===== src/rtl/idexe_hazard_reg.sv =====
// ID/EXE pipeline register with load-use bubble insertion, branch flush and global hold.
// Define HAZ_STATS_EN to add saturating stall/flush statistics counters.
module idexe_hazard_reg #(
  parameter int XLEN   = 32,
  parameter int CTRL_W = 8,
  parameter int CNT_W  = 16
) (
  input  logic              clk_i,
  input  logic              rst_i,
  input  logic [XLEN-1:0]   IFID_pc_i,
  input  logic [4:0]        IFID_rs1_i,
  input  logic [4:0]        IFID_rs2_i,
  input  logic [4:0]        IFID_rd_i,
  input  logic [XLEN-1:0]   IFID_rs1data_i,
  input  logic [XLEN-1:0]   IFID_rs2data_i,
  input  logic [XLEN-1:0]   IFID_imm_i,
  input  logic [3:0]        IFID_funct_i,
  input  logic [CTRL_W-1:0] IFID_ctrl_i,
  input  logic              hold_i,
  input  logic              flush_i,
  output logic [XLEN-1:0]   IDEXE_pc_o,
  output logic [4:0]        IDEXE_rs1_o,
  output logic [4:0]        IDEXE_rs2_o,
  output logic [4:0]        IDEXE_rd_o,
  output logic [XLEN-1:0]   IDEXE_rs1data_o,
  output logic [XLEN-1:0]   IDEXE_rs2data_o,
  output logic [XLEN-1:0]   IDEXE_imm_o,
  output logic [3:0]        IDEXE_funct_o,
  output logic [CTRL_W-1:0] IDEXE_ctrl_o,
`ifdef HAZ_STATS_EN
  output logic [CNT_W-1:0]  stall_cnt_o,
  output logic [CNT_W-1:0]  flush_cnt_o,
`endif
  output logic              PCWrite_o,
  output logic              IFIDWrite_o,
  output logic              IFIDFlush_o,
  output logic              loaduse_o
);

  logic ex_mem_read;
  logic rd_nonzero;
  logic rd_matches;
  logic bubble;
  logic fetch_en;

  // Both rs fields are compared regardless of format; a false stall only costs a cycle.
  always_comb begin
    ex_mem_read = IDEXE_ctrl_o[1];
    rd_nonzero  = (IDEXE_rd_o != 5'd0);
    rd_matches  = (IDEXE_rd_o == IFID_rs1_i) || (IDEXE_rd_o == IFID_rs2_i);
    loaduse_o   = ex_mem_read && rd_nonzero && rd_matches;
  end

  // A flush overrides a pending load-use stall because the stalled instruction is on the wrong path.
  always_comb begin
    bubble      = flush_i || loaduse_o;
    fetch_en    = !hold_i && (flush_i || !loaduse_o);
    PCWrite_o   = fetch_en;
    IFIDWrite_o = fetch_en;
    IFIDFlush_o = flush_i && !hold_i;
  end

  always_ff @(posedge clk_i) begin
    if (!rst_i) begin
      IDEXE_pc_o      <= '0;
      IDEXE_rs1_o     <= '0;
      IDEXE_rs2_o     <= '0;
      IDEXE_rd_o      <= '0;
      IDEXE_rs1data_o <= '0;
      IDEXE_rs2data_o <= '0;
      IDEXE_imm_o     <= '0;
      IDEXE_funct_o   <= '0;
      IDEXE_ctrl_o    <= '0;
    end else if (!hold_i) begin
      IDEXE_pc_o      <= IFID_pc_i;
      IDEXE_rs1_o     <= IFID_rs1_i;
      IDEXE_rs2_o     <= IFID_rs2_i;
      IDEXE_rs1data_o <= IFID_rs1data_i;
      IDEXE_rs2data_o <= IFID_rs2data_i;
      IDEXE_imm_o     <= IFID_imm_i;
      IDEXE_funct_o   <= IFID_funct_i;
      if (bubble) begin
        IDEXE_rd_o   <= '0;
        IDEXE_ctrl_o <= '0;
      end else begin
        IDEXE_rd_o   <= IFID_rd_i;
        IDEXE_ctrl_o <= IFID_ctrl_i;
      end
    end
  end

`ifdef HAZ_STATS_EN
  logic stall_evt;
  logic flush_evt;

  always_comb begin
    stall_evt = loaduse_o && !flush_i && !hold_i;
    flush_evt = flush_i && !hold_i;
  end

  // Counters stick at all-ones instead of wrapping.
  always_ff @(posedge clk_i) begin
    if (!rst_i) begin
      stall_cnt_o <= '0;
      flush_cnt_o <= '0;
    end else begin
      if (stall_evt && (stall_cnt_o != {CNT_W{1'b1}}))
        stall_cnt_o <= stall_cnt_o + 1'b1;
      if (flush_evt && (flush_cnt_o != {CNT_W{1'b1}}))
        flush_cnt_o <= flush_cnt_o + 1'b1;
    end
  end
`endif

endmodule

===== config.mk =====
export PLATFORM = sky130hd
export DESIGN_NAME = idexe_hazard_reg
export DESIGN_NICKNAME = d
export VERILOG_FILES = /design/src/rtl/idexe_hazard_reg.sv
export SDC_FILE = /design/constraint.sdc
export NUM_CORES = 1
export LEC_CHECK = 0
export ABC_AREA = 0
export CORE_MARGIN = 3
export CORE_UTILIZATION = 25
export CTS_CLUSTER_DIAMETER = 30
export DETAILED_ROUTE_END_ITERATION = 8
export PLACE_DENSITY = 0.55
export SKIP_LAST_GASP = 1
export SYNTH_ARGS = -nofsm -noshare
export SYNTH_HDL_FRONTEND = slang
export SYNTH_SLANG_ARGS = --single-unit
export TNS_END_PERCENT = 20

===== constraint.sdc =====
create_clock -name clk_i -period 2.25 [get_ports clk_i]
set_clock_uncertainty 0.1 [all_clocks]
set_input_delay 0.3375 -clock clk_i [delete_from_list [all_inputs] [get_ports clk_i]]
set_output_delay 0.3375 -clock clk_i [all_outputs]
set_load 0.01 [all_outputs]

Word-level counts from Yosys, hierarchy flattened --
Index checks and enable logic that the tools add are counted.
Word-level totals: output and inout bits 159, bits in registers 155, word-level logic and storage cells 23, bits of input ports 159
Cells by class: reduce and logical (&&, ||, !) cells 10, muxes and demuxes 2, equal/unequal tests 2
Operator list (count):
- $eq A5 B5 Y1 | 2
- $mux W8 | 1
- $mux W5 | 1
- $reduce_bool A5 Y1 | 1
- $logic_and A1 B1 Y1 | 4
- $logic_or A1 B1 Y1 | 3
- $logic_not A1 Y1 | 2

Depth between registers and ports, before layout --
depth after elaboration 6, gate-level depth with buffers 6, depth with buffers taken out 4

Worst setup path after synthesis --
OpenSTA, ideal clock, no wires.
path kind flip-flop to output port, from register IDEXE_rd_o[4], to output PCWrite_o, stages on the path, launching flop included 7, data arrival time 1630 ps, buffers on the path 2, setup slack 182 ps, cell sequence dfxtp_1 > or4_4 > o21ai_4 > buf_6 > nor2_2 > a21oi_2 > buf_4
Between the ends: word-level cells in the longest chain between the ends 6
Ends and longest elaborated chain:
- start, declared | RTL line 24 | output logic [4:0] IDEXE_rd_o,
- start signal, assigned | RTL line 86 | IDEXE_rd_o <= IFID_rd_i;
- $eq A5 B5 Y1 / $reduce_bool A5 Y1 (equally long branches) | RTL line 50, 49
- $logic_or A1 B1 Y1 / $logic_and A1 B1 Y1 (equally long branches) | RTL line 50, 51
- $logic_and A1 B1 Y1 (*) | RTL line 51 | loaduse_o = ex_mem_read && rd_nonzero && rd_matches;
- $logic_not A1 Y1 (*) | RTL line 57 | fetch_en = !hold_i && (flush_i || !loaduse_o);
- $logic_or A1 B1 Y1 (*) | RTL line 57
- $logic_and A1 B1 Y1 (*) | RTL line 57
- end, declared | RTL line 34 | output logic PCWrite_o,
Every way passes the cells marked *; elsewhere a longest branch is shown, timed or not.

Worst setup path in the final report --
from register IDEXE_rd_o[0], to output PCWrite_o
Same word-level chain as after synthesis.

==> impl_metrics.json <==
{
  "r2r-start": "IDEXE_rd_o[0]",
  "clk_path_buf_depth": 2,
  "stdcell_count": 1185,
  "fp.coreArea_um2": 23600,
  "antenna_found_initial": 0,
  "worstPathArrival_ns": 1.80,
  "grt_usage_pct": 13.9,
  "start_util_pct": 25.6,
  "die_w_um": 161,
  "synthMuxAreaShare_pct": 23.5,
  "post-route-period-util_pct": 99.3,
  "finalCriticalPeriod_ns": 2.23,
  "rsz0062_at_grt": "yes",
  "max_stage_delay_ns": 0.55,
  "antennaDiodeCount": 0,
  "critPathCaptureType": "primary output",
  "startpoint": "IDEXE_rd_o[0]",
  "fin_area_um2": 10200,
  "synth_cell_types": 21,
  "synthXorXnorAreaFrac_pct": 1.45,
  "utilization_pct": 43.1,
  "final_common_cell": "clkdlybuf4s50_1",
  "fin_tns_setup_ns": 0,
  "p_sw_share_pct": 25.7,
  "grt_pass1_wl_um": 28600,
  "drive_above_1_share_pct": 7.74,
  "cts_tree": "yes",
  "syn_nets": 698,
  "synth_seq_area_share_pct": 51.3,
  "leakage_nw": 4.04,
  "crit_path_max_fanout": 2,
  "grt_pass1_vias": 4975,
  "wl_per_cell_um": 15.5,
  "clkLatencyLatePin_ns": 0.42,
  "slew_viol_final": 0,
  "dr.pass1.iters": 4,
  "path_clk_slew_ns": 0.06,
  "multi_input_area_um2": 2770,
  "die_area_um2": 26100,
  "hp-start": "rst_i",
  "switchingPower_mw": 1.81,
  "first_iter_violations": 229,
  "p_comb_share_pct": 17.4,
  "seq_area_um2": 3100,
  "layout_setup_ws_ns": 0.0164,
  "cp_top_family": "simple AND/OR/NAND/NOR gates",
  "syn_to_final_growth_pct": 68.3,
  "design.portCount": 318,
  "cts_buffers": 17,
  "syn_area_um2": 6040,
  "required_ns": 1.81,
  "status": "completed",
  "worstMarginPinSlew_ns": 0.570,
  "cpMaxStageDelayCell": "or4_4",
  "cts_root_buf": "clkbuf_16",
  "internal-power_mw": 5.24,
  "ys_warn_count": 0,
  "grt_max_degree": 142,
  "ir_drop_mv": 0.369,
  "worst_setup_path_start_kind": "register",
  "die_h_um": 161,
  "dp_cells": 1152,
  "fill_cells": 2338,
  "power_frac_seq_pct": 42.6,
  "routed_wl_um": 18400,
  "ys_ff_latch": 155,
  "avgSynthCellArea_um2": 11.2,
  "crit_type": "register to primary output",
  "netlist_instances": 539,
  "synth_fa_ha_area_share_pct": 0,
  "gp_congestion": 0.743,
  "relSlewSlack_pct": 62.0,
  "crit_chain": "or4_4, o21ai_4, nor2_2, a21oi_2, buf_2",
  "final_nets": 1012,
  "maxCapViolations": 0,
  "vias": 4883,
  "dp_hpwl_um": 13000,
  "final-hold-violation-count": 0,
  "final_cell_mix": "312 x clkdlybuf4s50_1, 154 x dfxtp_1, 144 x nor2b_1",
  "hold_path.class": "primary input to register",
  "drc_errors": 0,
  "hold_buffers": 0,
  "synth-simple-area-share_pct": 16.7,
  "dpl_cell_area_um2": 9590,
  "p_per_area_nw_per_um2": 693,
  "fmax_mhz": 448,
  "setup_viol_count_final": 0,
  "critPathBufInv": 1,
  "htree_levels": 4,
  "viasPerCell": 4.12,
  "whs_ns": 0.0972,
  "io_buffers": 317,
  "power_frac_clock_pct": 40.0,
  "synth_compound_area_share_pct": 3.98,
  "final_antenna_net_count": 0,
  "synthFlopType": "dfxtp_1",
  "synth-edff-count": 0,
  "row_count": 56,
  "clock_sink_count": 155,
  "overflow": 0,
  "total_power_mw": 7.05,
  "dp_slack_ns": -0.318,
  "async_reset_ff_share_pct": 0,
  "synth_top_family_by_area": "multiplexers"
}
-- sequential cells by signal, summed over array words and instances, names as in the netlist --
name             flops
IDEXE_pc_o          32
IDEXE_rs1data_o     32
IDEXE_rd_o           5
IDEXE_rs1_o          5
IDEXE_rs2_o          5
IDEXE_imm_o         32
IDEXE_funct_o        4
IDEXE_rs2data_o     32
IDEXE_ctrl_o         8
-- final timing paths --
check | to | slack, ns | depth (start not counted)
setup / recovery | PCWrite_o | 0.02 | 5
hold / removal | IDEXE_pc_o[14] | 0.1 | 2
setup reg to reg | IDEXE_rd_o[4] | 0.50 | 6
hold reg to reg | IDEXE_ctrl_o[5] | 0.38 | 2
-- synth_stat cells, types with 2 or more instances --
library cell  number  area (um^2)
dfxtp_1          155         3100
nor2b_1          144          901
mux2i_1          142         1420
buf_2             19         95.1
clkbuf_1          16         60.1
nand2_1           15         56.3
a32oi_1           13          114
xnor2_1           10         87.6
o21ai_2            8         70.1
o21ai_0            3         15.0
buf_4              2         15.0
nand3_1            2         10.0
o21ai_1            2         10.0
-- final cells by class --
| type | instances | share of cell area [%] |
|---|---|---|
| repair buffers | 333 | 32.7 |
| flip-flops and latches | 155 | 30.5 |
| multi-input cells | 346 | 27.3 |
| clock buffers | 19 | 4.26 |
| well taps | 319 | 3.92 |
| clock inverters | 13 | 1.33 |
-- repair_timing --
item                       4_1_cts  5_1_grt
hold endpoints to repair         0        0
setup endpoints to repair        3        3
setup buffers                    1        0
gates cloned                     0        0
pin swaps                        2        3
resized for setup               15        3
-- cells by family after synthesis --
| kind of cell | Yosys count |
|---|---|
| and+or+nand+nor | 165 |
| DFF | 155 |
| muxes | 142 |
| buffers and inverters | 38 |
| AOI/OAI and AO/OA | 29 |
| xor gates and xnor gates | 10 |
-- power by group through the flow --
stage / clock, mW / combinational, mW / sequential (mW)
finish: 2.82 / 1.23 / 3.00
global route: 3.06 / 1.32 / 3.02
CTS: 2.94 / 1.24 / 3.00
detailed placement: 0 / 1.24 / 3.06
global placement: 0 / 1.24 / 3.06
floorplan: 0 / 0.412 / 3.14
-- routing by layer --
| metal | up-vias | track usage, % | part of all wire [%] |
|---|---|---|---|
| met5 | - | 0 | 0 |
| met4 | 0 | 3.75 | 0.90 |
| met3 | 12 | 6.62 | 10 |
| met2 | 216 | 21.8 | 45 |
| met1 | 2207 | 17.2 | 43 |
| li1 | 2448 | - | - |
Note: power is estimated with default switching activity, not from simulation.
